==> config.mk <==
export PLATFORM = sky130hd
export DESIGN_NAME = hazard_ctrl_flat
export DESIGN_NICKNAME = d
export VERILOG_FILES = /design/src/rtl/mips_pkg.sv /design/src/rtl/hazard_ctrl_if.sv /design/src/rtl/md_sequencer.sv /design/src/rtl/hazard_ctrl.sv /design/src/flat_wrapper.sv
export SDC_FILE = /design/constraint.sdc
export NUM_CORES = 1
export LEC_CHECK = 0
export ABC_CLOCK_PERIOD_IN_PS = 4450
export CORE_MARGIN = 2
export CORE_UTILIZATION = 40
export CTS_BUF_LIST = sky130_fd_sc_hd__clkbuf_4
export CTS_CLUSTER_SIZE = 25
export DETAILED_ROUTE_END_ITERATION = 8
export GPL_TIMING_DRIVEN = 0
export PLACE_DENSITY_LB_ADDON = 0.2
export SLEW_MARGIN = 15
export SYNTH_ARGS = -nofsm -noshare
export SYNTH_HDL_FRONTEND = slang
export SYNTH_HIERARCHICAL = 1
export SYNTH_SLANG_ARGS = --single-unit
export TNS_END_PERCENT = 20
==> constraint.sdc <==
create_clock -name clk -period 4.45 [get_ports clk]
set_input_delay 1.335 -clock clk [delete_from_list [all_inputs] [get_ports clk]]
set_output_delay 1.335 -clock clk [all_outputs]
set_load 0.01 [all_outputs]
==> src/rtl/mips_pkg.sv <==
// ============================================================================
// Package     : mips_pkg
// Description : Shared constants, MD sequencer state encoding and the
//               operand-bypass helper for the MIPS hazard controller.
// Revision    : 1.0 - initial release
// ============================================================================
`default_nettype none

package mips_pkg;

    // E-stage ALU operand source select
    localparam logic [1:0] FWD_RF = 2'b00;
    localparam logic [1:0] FWD_W  = 2'b01;
    localparam logic [1:0] FWD_M  = 2'b10;

    // Register $0 is hard-wired and never a bypass source
    localparam logic [4:0] REG_ZERO = 5'd0;

    // HI/LO multi-cycle sequencer states
    typedef enum logic [1:0] {
        MD_IDLE = 2'd0,
        MD_BUSY = 2'd1,
        MD_DONE = 2'd2
    } md_state_e;

    // Operand select for one E-stage source; the younger M result wins over W
    function automatic logic [1:0] fwd_sel(
        input logic [4:0] src,
        input logic       regwrite_m,
        input logic [4:0] writereg_m,
        input logic       regwrite_w,
        input logic [4:0] writereg_w
    );
        if (src != REG_ZERO && regwrite_m && writereg_m == src)
            return FWD_M;
        else if (src != REG_ZERO && regwrite_w && writereg_w == src)
            return FWD_W;
        else
            return FWD_RF;
    endfunction

endpackage

`default_nettype wire

==> src/rtl/hazard_ctrl_if.sv <==
// ============================================================================
// Interface   : hazard_ctrl_if
// Description : Pipeline-to-hazard-controller signal bundle. The pipeline
//               (master) drives register fields and control bits; the
//               controller (slave) returns stall/flush/forward and HI/LO status.
// Revision    : 1.0 - initial release
// ============================================================================
`default_nettype none

interface hazard_ctrl_if;

    logic [4:0] rsD, rtD, rsE, rtE;
    logic       branchD, md_useD;
    logic [4:0] writeregE, writeregM, writeregW;
    logic       regwriteE, regwriteM, regwriteW;
    logic       memtoregE, memtoregM;
    logic       md_startE, md_divE;

    logic       stallF, stallD, flushE;
    logic       forwardAD, forwardBD;
    logic [1:0] forwardAE, forwardBE;
    logic       md_busy, hilo_we;

    modport master (
        output rsD, rtD, rsE, rtE, branchD, md_useD,
               writeregE, writeregM, writeregW,
               regwriteE, regwriteM, regwriteW,
               memtoregE, memtoregM, md_startE, md_divE,
        input  stallF, stallD, flushE, forwardAD, forwardBD,
               forwardAE, forwardBE, md_busy, hilo_we
    );

    modport slave (
        input  rsD, rtD, rsE, rtE, branchD, md_useD,
               writeregE, writeregM, writeregW,
               regwriteE, regwriteM, regwriteW,
               memtoregE, memtoregM, md_startE, md_divE,
        output stallF, stallD, flushE, forwardAD, forwardBD,
               forwardAE, forwardBE, md_busy, hilo_we
    );

endinterface

`default_nettype wire

==> src/rtl/md_sequencer.sv <==
// ============================================================================
// Module      : md_sequencer
// Description : MULT/DIV occupancy tracker. A start in cycle T raises md_busy
//               for T+1..T+N and pulses hilo_we in cycle T+N.
// Revision    : 1.0 - initial release
// ============================================================================
`default_nettype none

module md_sequencer
    import mips_pkg::*;
#(
    parameter int MULT_CYCLES = 5,
    parameter int DIV_CYCLES  = 32,
    parameter int CNT_W       = 6
) (
    input  wire logic clk,
    input  wire logic rst,
    input  wire logic md_start_i,
    input  wire logic md_div_i,
    output logic      md_busy_o,
    output logic      hilo_we_o
);

    md_state_e        state_q;
    logic [CNT_W-1:0] cnt_q;
    logic             busy_q;
    logic             hilo_we_q;

    // Sequencer FSM with registered busy/strobe; counter loads only in IDLE
    // and moves to DONE on the cycle it would reach zero, which lands the
    // strobe exactly N cycles after the start.
    always_ff @(posedge clk) begin
        if (!rst) begin
            state_q   <= MD_IDLE;
            cnt_q     <= '0;
            busy_q    <= 1'b0;
            hilo_we_q <= 1'b0;
        end else begin
            case (state_q)
                MD_IDLE: begin
                    busy_q    <= 1'b0;
                    hilo_we_q <= 1'b0;
                    if (md_start_i) begin
                        cnt_q   <= md_div_i ? CNT_W'(DIV_CYCLES - 1)
                                            : CNT_W'(MULT_CYCLES - 1);
                        busy_q  <= 1'b1;
                        state_q <= MD_BUSY;
                    end
                end
                MD_BUSY: begin
                    if (cnt_q <= CNT_W'(1)) begin
                        cnt_q     <= '0;
                        hilo_we_q <= 1'b1;
                        state_q   <= MD_DONE;
                    end else begin
                        cnt_q <= cnt_q - CNT_W'(1);
                    end
                end
                MD_DONE: begin
                    busy_q    <= 1'b0;
                    hilo_we_q <= 1'b0;
                    state_q   <= MD_IDLE;
                end
                default: begin
                    cnt_q     <= '0;
                    busy_q    <= 1'b0;
                    hilo_we_q <= 1'b0;
                    state_q   <= MD_IDLE;
                end
            endcase
        end
    end

    assign md_busy_o = busy_q;
    assign hilo_we_o = hilo_we_q;

endmodule

`default_nettype wire

==> src/rtl/hazard_ctrl.sv <==
// ============================================================================
// Module      : hazard_ctrl
// Description : 5-stage MIPS hazard unit: bypass selects, load-use / branch /
//               HI/LO stalls, and the MULT/DIV sequencer instance.
// Revision    : 1.0 - initial release
// ============================================================================
`default_nettype none

module hazard_ctrl
    import mips_pkg::*;
#(
    parameter int MULT_CYCLES = 5,
    parameter int DIV_CYCLES  = 32,
    parameter int CNT_W       = 6
) (
    input  wire logic    clk,
    input  wire logic    rst,
    hazard_ctrl_if.slave hz
);

    logic       md_busy;
    logic       hilo_we;
    logic       lwstall, brstall, mdstall, hazard;
    logic [1:0] fwd_ae, fwd_be;
    logic       fwd_ad, fwd_bd;

    md_sequencer #(
        .MULT_CYCLES (MULT_CYCLES),
        .DIV_CYCLES  (DIV_CYCLES),
        .CNT_W       (CNT_W)
    ) u_md_sequencer (
        .clk        (clk),
        .rst        (rst),
        .md_start_i (hz.md_startE),
        .md_div_i   (hz.md_divE),
        .md_busy_o  (md_busy),
        .hilo_we_o  (hilo_we)
    );

    // Bypass selects and stall terms; $0 is excluded from bypass only, the
    // stall terms deliberately stay conservative.
    always_comb begin
        fwd_ae  = fwd_sel(hz.rsE, hz.regwriteM, hz.writeregM, hz.regwriteW, hz.writeregW);
        fwd_be  = fwd_sel(hz.rtE, hz.regwriteM, hz.writeregM, hz.regwriteW, hz.writeregW);
        fwd_ad  = (hz.rsD != REG_ZERO) && hz.regwriteM && (hz.writeregM == hz.rsD);
        fwd_bd  = (hz.rtD != REG_ZERO) && hz.regwriteM && (hz.writeregM == hz.rtD);
        lwstall = hz.memtoregE && ((hz.rtE == hz.rsD) || (hz.rtE == hz.rtD));
        brstall = hz.branchD &&
                  ((hz.regwriteE && ((hz.writeregE == hz.rsD) || (hz.writeregE == hz.rtD))) ||
                   (hz.memtoregM && ((hz.writeregM == hz.rsD) || (hz.writeregM == hz.rtD))));
        mdstall = hz.md_useD && (md_busy || hz.md_startE);
        hazard  = lwstall || brstall || mdstall;
    end

    // While reset is held the pipeline is frozen open with a bubble in E
    assign hz.stallF    = rst && hazard;
    assign hz.stallD    = rst && hazard;
    assign hz.flushE    = !rst || hazard;
    assign hz.forwardAE = rst ? fwd_ae : FWD_RF;
    assign hz.forwardBE = rst ? fwd_be : FWD_RF;
    assign hz.forwardAD = rst && fwd_ad;
    assign hz.forwardBD = rst && fwd_bd;
    assign hz.md_busy   = md_busy;
    assign hz.hilo_we   = hilo_we;

endmodule

`default_nettype wire

==> src/flat_wrapper.sv <==
// flat-port wrapper written by rule: the top's interface ports become plain ports
module hazard_ctrl_flat import mips_pkg::*;
#(
    parameter int MULT_CYCLES = 5,
    parameter int DIV_CYCLES  = 32,
    parameter int CNT_W       = 6
)
  (clk, rst, hz_rsD, hz_rtD, hz_rsE, hz_rtE, hz_branchD, hz_md_useD, hz_writeregE, hz_writeregM, hz_writeregW, hz_regwriteE, hz_regwriteM, hz_regwriteW, hz_memtoregE, hz_memtoregM, hz_md_startE, hz_md_divE, hz_stallF, hz_stallD, hz_flushE, hz_forwardAD, hz_forwardBD, hz_forwardAE, hz_forwardBE, hz_md_busy, hz_hilo_we);
  hazard_ctrl_if hz_i ();
  input  wire logic clk;
  input  wire logic rst;
  input wire logic [$bits(hz_i.rsD)-1:0] hz_rsD;
  input wire logic [$bits(hz_i.rtD)-1:0] hz_rtD;
  input wire logic [$bits(hz_i.rsE)-1:0] hz_rsE;
  input wire logic [$bits(hz_i.rtE)-1:0] hz_rtE;
  input wire logic [$bits(hz_i.branchD)-1:0] hz_branchD;
  input wire logic [$bits(hz_i.md_useD)-1:0] hz_md_useD;
  input wire logic [$bits(hz_i.writeregE)-1:0] hz_writeregE;
  input wire logic [$bits(hz_i.writeregM)-1:0] hz_writeregM;
  input wire logic [$bits(hz_i.writeregW)-1:0] hz_writeregW;
  input wire logic [$bits(hz_i.regwriteE)-1:0] hz_regwriteE;
  input wire logic [$bits(hz_i.regwriteM)-1:0] hz_regwriteM;
  input wire logic [$bits(hz_i.regwriteW)-1:0] hz_regwriteW;
  input wire logic [$bits(hz_i.memtoregE)-1:0] hz_memtoregE;
  input wire logic [$bits(hz_i.memtoregM)-1:0] hz_memtoregM;
  input wire logic [$bits(hz_i.md_startE)-1:0] hz_md_startE;
  input wire logic [$bits(hz_i.md_divE)-1:0] hz_md_divE;
  output wire logic [$bits(hz_i.stallF)-1:0] hz_stallF;
  output wire logic [$bits(hz_i.stallD)-1:0] hz_stallD;
  output wire logic [$bits(hz_i.flushE)-1:0] hz_flushE;
  output wire logic [$bits(hz_i.forwardAD)-1:0] hz_forwardAD;
  output wire logic [$bits(hz_i.forwardBD)-1:0] hz_forwardBD;
  output wire logic [$bits(hz_i.forwardAE)-1:0] hz_forwardAE;
  output wire logic [$bits(hz_i.forwardBE)-1:0] hz_forwardBE;
  output wire logic [$bits(hz_i.md_busy)-1:0] hz_md_busy;
  output wire logic [$bits(hz_i.hilo_we)-1:0] hz_hilo_we;
  assign hz_i.rsD = hz_rsD;
  assign hz_i.rtD = hz_rtD;
  assign hz_i.rsE = hz_rsE;
  assign hz_i.rtE = hz_rtE;
  assign hz_i.branchD = hz_branchD;
  assign hz_i.md_useD = hz_md_useD;
  assign hz_i.writeregE = hz_writeregE;
  assign hz_i.writeregM = hz_writeregM;
  assign hz_i.writeregW = hz_writeregW;
  assign hz_i.regwriteE = hz_regwriteE;
  assign hz_i.regwriteM = hz_regwriteM;
  assign hz_i.regwriteW = hz_regwriteW;
  assign hz_i.memtoregE = hz_memtoregE;
  assign hz_i.memtoregM = hz_memtoregM;
  assign hz_i.md_startE = hz_md_startE;
  assign hz_i.md_divE = hz_md_divE;
  assign hz_stallF = hz_i.stallF;
  assign hz_stallD = hz_i.stallD;
  assign hz_flushE = hz_i.flushE;
  assign hz_forwardAD = hz_i.forwardAD;
  assign hz_forwardBD = hz_i.forwardBD;
  assign hz_forwardAE = hz_i.forwardAE;
  assign hz_forwardBE = hz_i.forwardBE;
  assign hz_md_busy = hz_i.md_busy;
  assign hz_hilo_we = hz_i.hilo_we;
  hazard_ctrl #(.MULT_CYCLES(MULT_CYCLES), .DIV_CYCLES(DIV_CYCLES), .CNT_W(CNT_W)) u_core (.clk(clk), .rst(rst), .hz(hz_i));
endmodule
Word-level counts from Yosys, hierarchy flattened
Index checks and enable logic that the tools add are counted.
Word-level totals
  logic and storage cells: 73
  input port bits: 46
  register bits after elaboration: 10
  output and inout bits: 11
Cells by class
  equality and inequality tests: 14
  $lt $le $gt $ge: 1
  mux-type cells: 15
  bitwise gates (word level): 1
  reductions and logical operators: 37
  $add $sub $neg: 1
Operators by type and width (count)
  5-bit == test: 10
  1-bit logical AND: 20
  5-bit nonzero test: 4
  6-bit case mux with 3 select lines: 1
  2-bit 2-to-1 mux: 6
  6-bit 2-to-1 mux: 2
  1-bit logical OR: 8
  6-bit by 1-bit less-or-equal comparator with 1-bit output, second input constant: 1
  2-bit AND reduction: 3
  6-bit by 1-bit subtractor with 6-bit output, second input constant: 1
  5-bit 2-to-1 mux: 1
  2-bit inequality test, second input constant: 2
  2-bit case mux with 2 select lines: 1
  1-bit 2-to-1 mux: 3
  2-bit by 1-bit == test with 1-bit output, second input constant: 1
  2-bit == test, second input constant: 1
  2-bit zero test: 1
  1-bit case mux with 2 select lines: 1
  1-bit zero test: 1
  1-bit NOT: 1

Depth between registers and ports, before layout
Gate-level depths: netlist of run 1.
  depth after elaboration: 8
  gate-level depth with buffers: 7
  depth with buffers taken out: 6

Modules after synthesis
Netlist of run 1, hierarchy kept.
Modules (own cells, without submodules)
  hazard_ctrl: cells an instance 95, sequential area each 0.0 um^2, times used 1, area each 745.7 um^2
  md_sequencer: cells an instance 54, sequential area each 200.2 um^2, times used 1, area each 480.5 um^2

Least setup slack after synthesis of run 1
No wires, ideal clock.
  kind: input -> output
  from: input hz_writeregM[4]
  to: output hz_stallF
  buffers on the path: 2
  data required time: 3.115 ns
  slack: 0.490 ns
  cell stages on the path: 7
  arrival time: 2.625 ns
  path through: clkbuf_1 > xnor2_1 > nand3_1 > nor3_1 > o211ai_1 > a31oi_1 > buf_4
Between the ends
  word-level cells in the longest chain between the ends: 8
  elaborated cells on any way between the ends: 9
  those cells by class: eq/ne: 2; reduce/logical: 7
Ends and longest elaborated chain
  from (decl): RTL line flat_wrapper.sv:19  | input wire logic [$bits(hz_i.writeregM)-1:0] hz_writeregM;
  5-bit == test: RTL line hazard_ctrl.sv:50  | (hz.memtoregM && ((hz.writeregM == hz.rsD) || (hz.writeregM == hz.rtD))));
  1-bit logical OR *: RTL line hazard_ctrl.sv:50
  1-bit logical AND *: RTL line hazard_ctrl.sv:50
  1-bit logical OR *: RTL line hazard_ctrl.sv:49  | ((hz.regwriteE && ((hz.writeregE == hz.rsD) || (hz.writeregE == hz.rtD))) ||
  1-bit logical AND *: RTL line hazard_ctrl.sv:48  | brstall = hz.branchD &&
  1-bit logical OR * (2 in series): RTL line hazard_ctrl.sv:52  | hazard = lwstall || brstall || mdstall;
  1-bit logical AND *
  to (decl): RTL line flat_wrapper.sv:28  | output wire logic [$bits(hz_i.stallF)-1:0] hz_stallF;
Mark *: on every way between the ends. The rest lies on a longest branch, timed or not.

Final worst setup path of run 1
  from: input hz_regwriteM
  to: output hz_forwardBE[1]
Between the ends
  word-level cells in the longest chain between the ends: 4
Ends and longest elaborated chain
  from (decl): RTL line flat_wrapper.sv:22  | input wire logic [$bits(hz_i.regwriteM)-1:0] hz_regwriteM;
  1-bit logical AND (2 in series): RTL line mips_pkg.sv:34  | if (src != REG_ZERO && regwrite_m && writereg_m == src)
  2-bit 2-to-1 mux: RTL line mips_pkg.sv:34
  2-bit 2-to-1 mux: RTL line hazard_ctrl.sv:60  | assign hz.forwardBE = rst ? fwd_be : FWD_RF;
  to (decl): RTL line flat_wrapper.sv:34  | output wire logic [$bits(hz_i.forwardBE)-1:0] hz_forwardBE;
Every way passes these cells.

==> results of run 1 <==
## power by group
group	switching, W	leakage, nW	internal (W)
Clock	0.0000285	0.0138	0.0000311
Sequential	0.0000155	0.0823	0.000104
Combinational	0.0000996	0.601	0.000101
Total	0.000144	0.697	0.000236
## repair_timing
item                                    in CTS  in global routing
endpoints found under the setup margin       9                  6
gates resized for setup                     22                  8
endpoints found under the hold margin        0                  0
pin swaps                                    1                  1
hold buffers                                 0                  0
## routing by layer
metal	wire, um	GRT usage, %	vias up
li1	-	-	641
met1	1390	24.2	595
met2	1930	41.0	62
met3	203	3.28	12
met4	97	9.42	0
met5	0	0	-
## layout by cell type (no fill, tap or decap), drive strengths merged, types with 3 or more instances in the layout
cell / n
xor2: 14
nor3: 5
xnor2: 37
clkdlybuf4s50: 27
nor2b: 3
dlymetal6s2s: 4
or4: 5
buf: 6
nand2: 3
clkbuf: 4
nand4: 8
dfxtp: 10
inv: 3
nor4: 5
nand3: 7
o21ai: 8
nor2: 10
dlygate4sd2: 19
## sequential cells by signal (all words and copies together), names as in the netlist
signal / cells
u_core/u_md_sequencer/cnt_q: 6
u_core/u_md_sequencer/state_q: 2
u_core/u_md_sequencer/hilo_we_o: 1
u_core/u_md_sequencer/md_busy_o: 1
## per-stage QoR
stage	total power [W]	cells	area [um^2]	hold slack (ps)
after floorplan	0.000238	149	1230	468
after global placement	0.000314	232	1770	461
after detailed placement	0.000321	232	1770	480
after CTS	0.000378	235	1780	508
after global routing	0.000405	235	1810	530
final	0.000380	235	1810	503
## area by class of cell
type                       instances  area, um^2
clock buffer                       3        22.5
fill                             283        1170
multi-input combinational        129         997
sequential                        10         200
timing repair buffer              50         487
inverter                           3        11.3
tap                               33        41.3
buffer                             7        50.0
## how the worst min path moves through the flow
| stage | depth (start not counted) | from | endpoint |
|---|---|---|---|
| 4_1_cts | 2 | u_core/u_md_sequencer/hilo_we_o$_SDFFE_PN0P_ | u_core/u_md_sequencer/hilo_we_o$_SDFFE_PN0P_ |
| 6_report | 2 | u_core/u_md_sequencer/hilo_we_o$_SDFFE_PN0P_ | u_core/u_md_sequencer/hilo_we_o$_SDFFE_PN0P_ |
| 5_1_grt | 1 | u_core/u_md_sequencer/cnt_q[3]$_SDFFE_PN0P_ | u_core/u_md_sequencer/cnt_q[3]$_SDFFE_PN0P_ |
| 3_3_place_gp | 2 | u_core/u_md_sequencer/hilo_we_o$_SDFFE_PN0P_ | u_core/u_md_sequencer/hilo_we_o$_SDFFE_PN0P_ |
| 3_5_place_dp | 2 | u_core/u_md_sequencer/hilo_we_o$_SDFFE_PN0P_ | u_core/u_md_sequencer/hilo_we_o$_SDFFE_PN0P_ |
| 2_1_floorplan | 1 | u_core/u_md_sequencer/cnt_q[3]$_SDFFE_PN0P_ | u_core/u_md_sequencer/cnt_q[3]$_SDFFE_PN0P_ |
## cells by family after synthesis
group / after synthesis
DFF: 10
and+or+nand+nor: 53
adders and majority gates: 2
xor gates and xnor gates: 51
AOI/OAI and AO/OA: 22
buffers and inverters: 10
muxes: 1
## critical path, stage by stage
cell and delay, ps:
clkdlybuf4s50_1 560, nand4_1 210, nor4_4 250, and2_2 190, clkdlybuf4s50_1 530
==> impl_metrics.env, run 1 <==
export IMPL_fin_nets=252
export IMPL_rr_startpoint="u_core/u_md_sequencer/cnt_q[0]$_SDFFE_PN0P_"
export IMPL_routed_via_density=5.57
export IMPL_hold_violations=0
export IMPL_outcome="complete, no violations"
export IMPL_final_min_clock_period_ps=4410
export IMPL_crit_path_end="hz_forwardBE[1]"
export IMPL_mappedNetlistArea_um2=1230
export IMPL_setup_ws_ps=44.9
export IMPL_r2r_slack_ps=2730
export IMPL_cts_tree="yes"
export IMPL_final_setup_tns_ps=0
export IMPL_synth_seq_cells=10
export IMPL_synth_area_leaders="xnor2_1 26%, dfxtp_1 16%, xor2_1 10%"
export IMPL_synthXorXnorAreaFrac_pct=36.4
export IMPL_synth_compound_area_share_pct=13.1
export IMPL_synthesis_nets=197
export IMPL_final_util_pct=60.8
export IMPL_r2r_end="u_core/u_md_sequencer/cnt_q[5]$_SDFFE_PN0P_"
export IMPL_ys_flop_type="dfxtp_1"
export IMPL_clk_pin_slew_ps=60
export IMPL_clock_sinks=10
export IMPL_cts_root_buf="clkbuf_4"
export IMPL_grt_max_degree=12
export IMPL_cp_max_fo=4
export IMPL_dpl_hpwl_um=3020
export IMPL_area_growth_pct=47.6
export IMPL_die_x_um=59.4
export IMPL_synth_largest_area_cell="xnor2_1"
export IMPL_pin_count=57
export IMPL_htreeDepth=1
export IMPL_synth_mux_area_share_pct=0.816
export IMPL_cts_buffer_depth=2
export IMPL_antenna_found_initial=0
export IMPL_syn_avg_cell_area_um2=8.23
export IMPL_synth_edf_count=0
export IMPL_worstPathRequired_ps=3120
export IMPL_maxSlewViolCount=0
export IMPL_die_area_um2=3520
export IMPL_start_util_pct=41.2
export IMPL_vdd_drop_max_mv=0.0880
export IMPL_port_buffers=50
export IMPL_drtIter0Drc=89
export IMPL_finalSetupViolCount=0
export IMPL_grt_pass1_vias=1339
export IMPL_grt_pass1_wl_um=5870
export IMPL_route_detailed_drc=0
export IMPL_drive_gt1_share_pct=10.4
export IMPL_diodes=0
export IMPL_async_flop_share_pct=0
export IMPL_r2r_cells=6
export IMPL_clk_latency_ps=260
export IMPL_place_gp_congestion=0.873
export IMPL_cp_arrival_ps=3070
export IMPL_fp_dieH_um=59.4
export IMPL_cp_end_kind="output pin"
export IMPL_synth_most_common_cell="xnor2_1"
export IMPL_dpl_worst_slack_ps=-418
export IMPL_crit_path_start_kind="input port"
export IMPL_hp_class="reg -> reg"
export IMPL_grt_ovfl_total=0
export IMPL_vias=1310
export IMPL_synthCells=149
export IMPL_rsz0062_at_grt="yes"
export IMPL_period_share_pct=99.0
export IMPL_finalWirelength_um=3620
export IMPL_critical_path_class="in -> out"
export IMPL_slew_headroom_pct=74.2
export IMPL_yosys_area_share_simple_pct=26.3
export IMPL_synth_common_cells="37 x xnor2_1, 14 x xor2_1, 10 x dfxtp_1"
export IMPL_ys_warnings_count=6
export IMPL_postCtsSetupRepairBufs=0
export IMPL_drv_cap=0
export IMPL_numCtsBuffers=3
export IMPL_yosysUniqueCellTypes=39
export IMPL_worstSetupStartpoint="hz_regwriteM"
export IMPL_tightest_slew_ps=386
export IMPL_finClkSkew_ps=8.31
export IMPL_p_leak_nw=0.697
export IMPL_wire_per_inst_um=15.4
export IMPL_synth_top_area_share_pct=26.4
export IMPL_ys_seq_area_share_pct=16.3
export IMPL_synth_fa_ha_area_share_pct=2.04
export IMPL_postRouteAntennaNets=0
export IMPL_p_per_area_nw_per_um2=210
export IMPL_core_um2=2980
export IMPL_track_usage_pct=21.9
export IMPL_drt_pass1_iter_count=7
export IMPL_synth_top_family_by_area="XOR/XNOR gates"
export IMPL_row_count=20
export IMPL_fmax_mhz=227
(Power assumes the default switching activity.)
==> run 2: changes to the inputs <==
--- a/config.mk
+++ b/config.mk
@@ -11,7 +11,6 @@
 export CTS_BUF_LIST = sky130_fd_sc_hd__clkbuf_4
 export CTS_CLUSTER_SIZE = 25
 export DETAILED_ROUTE_END_ITERATION = 8
-export GPL_TIMING_DRIVEN = 0
 export PLACE_DENSITY_LB_ADDON = 0.2
 export SLEW_MARGIN = 15
 export SYNTH_ARGS = -nofsm -noshare
==> run 2 against run 1 <==
  * The run now ends with setup timing left
  * Final cell count up 11%
  * Routed wire length rose by 2.8%
  * Hold slack got worse by 2.3 ps
  * Non-clock buffer count increased by 25
  * Utilization is 6.8 points higher
  * Largest cell class unchanged
  * Largest power group unchanged
==> impl_metrics.env, run 2 (same netlist as run 1, synthesis figures left out) <==
export IMPL_outcome="finished with violations"
export IMPL_violations="setup timing"
export IMPL_clk_latency_ps=270
export IMPL_critical_path_class="in -> out"
export IMPL_clk_pin_slew_ps=60
export IMPL_final_min_clock_period_ps=4580
export IMPL_slew_headroom_pct=78.7
export IMPL_drv_cap=0
export IMPL_grt_ovfl_total=0
export IMPL_drive_gt1_share_pct=19.3
export IMPL_worstPathRequired_ps=3120
export IMPL_largest_reg_flops=6
export IMPL_cts_root_buf="clkbuf_4"
export IMPL_fillerInstances=255
export IMPL_fmax_mhz=219
export IMPL_critPathSlowestCell="clkdlybuf4s50_1"
export IMPL_track_usage_pct=23.5
export IMPL_p_leak_nw=0.785
export IMPL_cp_max_fo=3
export IMPL_row_count=20
export IMPL_numCtsBuffers=3
export IMPL_routed_via_density=5.25
export IMPL_rsz0062_at_grt="yes"
export IMPL_grt_pass1_wl_um=6240
export IMPL_dpl_hpwl_um=3200
export IMPL_die_x_um=59.4
export IMPL_wire_per_inst_um=14.3
export IMPL_p_per_area_nw_per_um2=199
export IMPL_fin_nets=277
export IMPL_clock_sinks=10
export IMPL_final_util_pct=67.6
export IMPL_mostFrequentLayoutCell="clkdlybuf4s50_1"
export IMPL_postRouteAntennaNets=0
export IMPL_final_setup_tns_ps=-125
export IMPL_mostFrequentLayoutCells="42 x clkdlybuf4s50_1, 36 x xnor2_1, 26 x buf_4"
export IMPL_grt_max_degree=9
export IMPL_reg_top3="u_core/u_md_sequencer/cnt_q: 6 flops, u_core/u_md_sequencer/state_q: 2 flops"
export IMPL_die_area_um2=3520
export IMPL_cpMostUsedCell="clkdlybuf4s50_1"
export IMPL_diodes=0
export IMPL_regMostFlops="u_core/u_md_sequencer/cnt_q"
export IMPL_hold_violations=0
export IMPL_postCtsSetupRepairBufs=0
export IMPL_core_um2=2980
export IMPL_critPathMaxStageDelay_ps=550
export IMPL_setup_ws_ps=-125
export IMPL_place_gp_congestion=0.910
export IMPL_drt_pass1_iter_count=4
export IMPL_pin_count=57
export IMPL_route_detailed_drc=0
export IMPL_fp_dieH_um=59.4
export IMPL_cp_end_kind="output pin"
export IMPL_vdd_drop_max_mv=0.0830
export IMPL_cts_buffer_depth=2
export IMPL_finalWirelength_um=3720
export IMPL_maxSlewViolCount=0
export IMPL_path_cells="clkdlybuf4s50_1 > buf_4 > xnor2_1 > nand4_1 > nor4_2 > and2_2 > clkdlybuf4s50_1"
export IMPL_total_power_w=0.000401
export IMPL_finalSetupViolCount=1
export IMPL_area_growth_pct=64.1
export IMPL_port_buffers=56
export IMPL_vias=1369
export IMPL_htreeDepth=1
export IMPL_period_share_pct=103
export IMPL_antenna_found_initial=0
export IMPL_cts_tree="yes"
export IMPL_crit_path_start_kind="input port"
export IMPL_drtIter0Drc=78
export IMPL_start_util_pct=41.2
export IMPL_finClkSkew_ps=3.49
export IMPL_tightest_slew_ps=318
export IMPL_hp_class="reg -> reg"
export IMPL_cp_arrival_ps=3240
export IMPL_grt_pass1_vias=1413
## run 2: critical path, delay by kind of cell
family	cells	cell delay, ps
xor gates and xnor gates	1	110
buffers and inverters	3	1230
and+or+nand+nor	3	550
## run 2: metrics by stage
stage          instances  setup slack (ps)  area [um^2]  hold WS [ps]
2_1_floorplan        149               490         1230           468
3_3_place_gp         257              -250         1970           454
3_5_place_dp         257              -268         1970           492
4_1_cts              261              -149         2000           505
5_1_grt              261              -215         2010           552
6_report             261              -125         2010           501
## run 2: power breakdown
| part | internal, W | leakage, nW | total [W] | switching [W] |
|---|---|---|---|---|
| combinational | 0.000119 | 0.687 | 0.000218 | 0.0000995 |
| clock | 0.0000324 | 0.0154 | 0.0000637 | 0.0000313 |
| sequential | 0.000103 | 0.0823 | 0.000119 | 0.0000155 |
| total | 0.000255 | 0.785 | 0.000401 | 0.000146 |
## run 2: what timing repair did
item	CTS	global route
hold endpoints to repair	0	0
gates resized for setup	17	10
setup endpoints to repair	9	5
hold buffers	0	0
pin swaps	0	2
## run 2: area by class of cell
| cell class | instances | area (um^2) | area share [%] |
|---|---|---|---|
| Multi-Input combinational cell | 129 | 997 | 49.6 |
| Timing Repair Buffer | 82 | 736 | 36.6 |
| Sequential cell | 10 | 200 | 9.95 |
| Tap cell | 33 | 41.3 | 2.05 |
| Clock buffer | 3 | 22.5 | 1.12 |
| Inverter | 3 | 11.3 | 0.560 |
| Clock inverter | 1 | 3.75 | 0.187 |
## run 2: path summary, 6_finish.rpt
kind	startpoint	end	slack [ps]	cells after the start
worst max register to register	u_core/u_md_sequencer/cnt_q[0]$_SDFFE_PN0P_	u_core/u_md_sequencer/cnt_q[5]$_SDFFE_PN0P_	2800	6
worst min register to register	u_core/u_md_sequencer/hilo_we_o$_SDFFE_PN0P_	u_core/u_md_sequencer/hilo_we_o$_SDFFE_PN0P_	500	2
worst max-delay path	hz_writeregM[1]	hz_forwardBE[1]	-130	7
worst min-delay path	u_core/u_md_sequencer/hilo_we_o$_SDFFE_PN0P_	u_core/u_md_sequencer/hilo_we_o$_SDFFE_PN0P_	500	2
## run 2: per-layer routing
layer	global-route usage (%)	vias up	routed length (um)	share of wire [%]
li1	-	691	-	-
met1	27.7	620	1540	41
met2	42.7	50	1960	53
met3	2.18	8	151	4.1
met4	10.1	0	71	1.9
met5	0	-	0	0
==> run 3: changes to the inputs <==
--- a/config.mk
+++ b/config.mk
@@ -6,13 +6,13 @@
 export NUM_CORES = 1
 export LEC_CHECK = 0
 export ABC_CLOCK_PERIOD_IN_PS = 4450
-export CORE_MARGIN = 2
+export CORE_ASPECT_RATIO = 1.25
 export CORE_UTILIZATION = 40
 export CTS_BUF_LIST = sky130_fd_sc_hd__clkbuf_4
 export CTS_CLUSTER_SIZE = 25
 export DETAILED_ROUTE_END_ITERATION = 8
 export PLACE_DENSITY_LB_ADDON = 0.2
-export SLEW_MARGIN = 15
+export SLEW_MARGIN = 20
 export SYNTH_ARGS = -nofsm -noshare
 export SYNTH_HDL_FRONTEND = slang
 export SYNTH_HIERARCHICAL = 1
==> run 3 against run 2 <==
  * The flow now finishes without violations
  * Maximum frequency rose by 3.2%
  * Combinational power is essentially flat
  * Hold slack worse by 9.5 ps
  * Flip-flop and latch count stayed put
==> impl_metrics.env, run 3 (same netlist as run 1, synthesis figures left out) <==
export IMPL_track_usage_pct=22.8
export IMPL_antenna_found_initial=0
export IMPL_whs_path_depth=2
export IMPL_finalSetupViolCount=0
export IMPL_hold_violations=0
export IMPL_min_to="u_core/u_md_sequencer/hilo_we_o$_SDFFE_PN0P_"
export IMPL_place_gp_congestion=0.891
export IMPL_p_leak_nw=0.780
export IMPL_fp_dieH_um=63.9
export IMPL_hold_path_startpoint="u_core/u_md_sequencer/hilo_we_o$_SDFFE_PN0P_"
export IMPL_cp_max_fo=3
export IMPL_grt_max_degree=8
export IMPL_grt_pass1_vias=1396
export IMPL_row_count=22
export IMPL_cpMostUsedCell="clkdlybuf4s50_1"
export IMPL_mostFrequentLayoutCells="44 x clkdlybuf4s50_1, 37 x xnor2_1, 26 x buf_4"
export IMPL_rsz0062_at_grt="yes"
export IMPL_drive_gt1_share_pct=18.0
export IMPL_finClkSkew_ps=2.39
export IMPL_drt_pass1_iter_count=4
export IMPL_final_setup_tns_ps=0
export IMPL_vias=1420
export IMPL_path_buf_inv=3
export IMPL_r2r_slack_ps=2790
export IMPL_crit_path_start_kind="input port"
export IMPL_dpl_worst_slack_ps=-254
export IMPL_final_min_clock_period_ps=4430
export IMPL_diodes=0
export IMPL_final_cell_area_um2=2010
export IMPL_r2r_end="u_core/u_md_sequencer/cnt_q[5]$_SDFFE_PN0P_"
export IMPL_numCtsBuffers=3
export IMPL_regMostFlops="u_core/u_md_sequencer/cnt_q"
export IMPL_critPathSlowestCell="clkdlybuf4s50_1"
export IMPL_mostFrequentLayoutCell="clkdlybuf4s50_1"
export IMPL_worstPathRequired_ps=3120
export IMPL_rr_startpoint="u_core/u_md_sequencer/cnt_q[0]$_SDFFE_PN0P_"
export IMPL_core_um2=2920
export IMPL_critical_path_class="in -> out"
export IMPL_cp_arrival_ps=3100
export IMPL_slew_headroom_pct=78.8
export IMPL_finalWirelength_um=3550
export IMPL_clk_pin_slew_ps=70
export IMPL_htreeDepth=1
export IMPL_dpl_hpwl_um=3080
export IMPL_cts_root_buf="clkbuf_4"
export IMPL_period_share_pct=99.6
export IMPL_hp_class="reg -> reg"
export IMPL_r2r_cells=6
export IMPL_cts_tree="yes"
export IMPL_drv_cap=0
export IMPL_die_x_um=51.5
export IMPL_setup_ws_ps=15.7
export IMPL_largest_reg_flops=6
export IMPL_pin_count=57
export IMPL_dpl_cell_area_um2=1970
export IMPL_fmax_mhz=226
export IMPL_clk_latency_ps=260
export IMPL_die_area_um2=3290
export IMPL_cp_end_kind="output pin"
export IMPL_cts_buffer_depth=2
export IMPL_grt_pass1_wl_um=5790
export IMPL_start_util_pct=42.0
export IMPL_postRouteAntennaNets=0
export IMPL_wire_per_inst_um=13.4
export IMPL_route_detailed_drc=0
export IMPL_path_cells="clkdlybuf4s50_1 > buf_4 > or4_1 > o2111a_1 > clkdlybuf4s50_1"
export IMPL_vdd_drop_max_mv=0.183
export IMPL_fin_nets=277
export IMPL_p_per_area_nw_per_um2=200
export IMPL_cp_top_family="buffers and inverters"
export IMPL_tightest_slew_ps=316
export IMPL_port_buffers=56
export IMPL_outcome="complete, no violations"
export IMPL_drtIter0Drc=23
export IMPL_critPathMaxStageDelay_ps=480
export IMPL_routed_via_density=5.38
export IMPL_reg_top3="u_core/u_md_sequencer/cnt_q: 6 flops, u_core/u_md_sequencer/state_q: 2 flops"
export IMPL_area_growth_pct=63.8
export IMPL_clock_sinks=10
export IMPL_grt_ovfl_total=0
export IMPL_maxSlewViolCount=0
-- run 3: changes by cell type in the layout (fill, tap and decap cells not counted) --
cell and delta:
xnor2_1 +1, a31oi_2 -1, clkbuf_2 -1, xnor2_2 -1, clkdlybuf4s50_1 +2, a31oi_1 +1, dlygate4sd2_1 -1
-- run 3: timing repair --
item | in CTS | in global routing
buffers inserted | 0 | 1
hold buffers | 0 | 0
pin swaps | 0 | 1
gates resized for setup | 15 | 4
endpoints found under the setup margin | 9 | 6
-- run 3: worst max-delay path by stage --
stage,from,to,slack [ps],cells past startpoint
floorplan,hz_writeregM[4],hz_stallF,490,7
global placement,hz_rtE[3],hz_forwardBE[0],-210,6
detailed placement,hz_writeregM[0],hz_stallD,-250,7
CTS,hz_writeregM[1],hz_forwardBE[1],-160,8
global route,hz_rtE[4],hz_stallD,-90,7
finish,hz_rsD[4],hz_forwardAD,20,5
-- run 3: power by group --
part / internal (W) / switching, W / total, W
clock network: 0.0000324 / 0.0000312 / 0.0000636
registers: 0.000103 / 0.0000156 / 0.000119
logic: 0.000119 / 0.000100 / 0.000219
-- run 3: layer usage --
metal	share of wire [%]	vias to the layer above	global-route usage, %	routed length [um]
li1	-	694	-	-
met1	38	673	24.0	1330
met2	56	45	44.0	1990
met3	4.5	8	2.14	160
met4	1.9	0	9.12	67
met5	0	-	0	0
-- run 3: final cells by class --
cell class	instances	area, um^2
multi-input cells	129	983
fillers	245	910
repair buffers	82	742
flip-flops and latches	10	200
well taps	36	45.0
clock buffers	3	22.5
inverters	3	11.3
clock inverters	1	3.75
-- run 3: worst reg2reg max path, cell delays in order (launching register included) --
cell and delay [ps]:
dfxtp_1 430, inv_1 90, ha_1 270, nor2_1 280
o21bai_4 140, nor4b_1 290, a21o_1 110
-- run 3: stage by stage --
step | std cells | power, W | hold WS (ps) | utilization, %
6_report | 264 | 0.000401 | 491 | 68.8
5_1_grt | 264 | 0.000430 | 540 | 68.8
4_1_cts | 263 | 0.000402 | 495 | 68.6
3_5_place_dp | 259 | 0.000338 | 484 | 67.5
3_3_place_gp | 259 | 0.000331 | 456 | 67.5
2_1_floorplan | 149 | 0.000238 | 468 | -
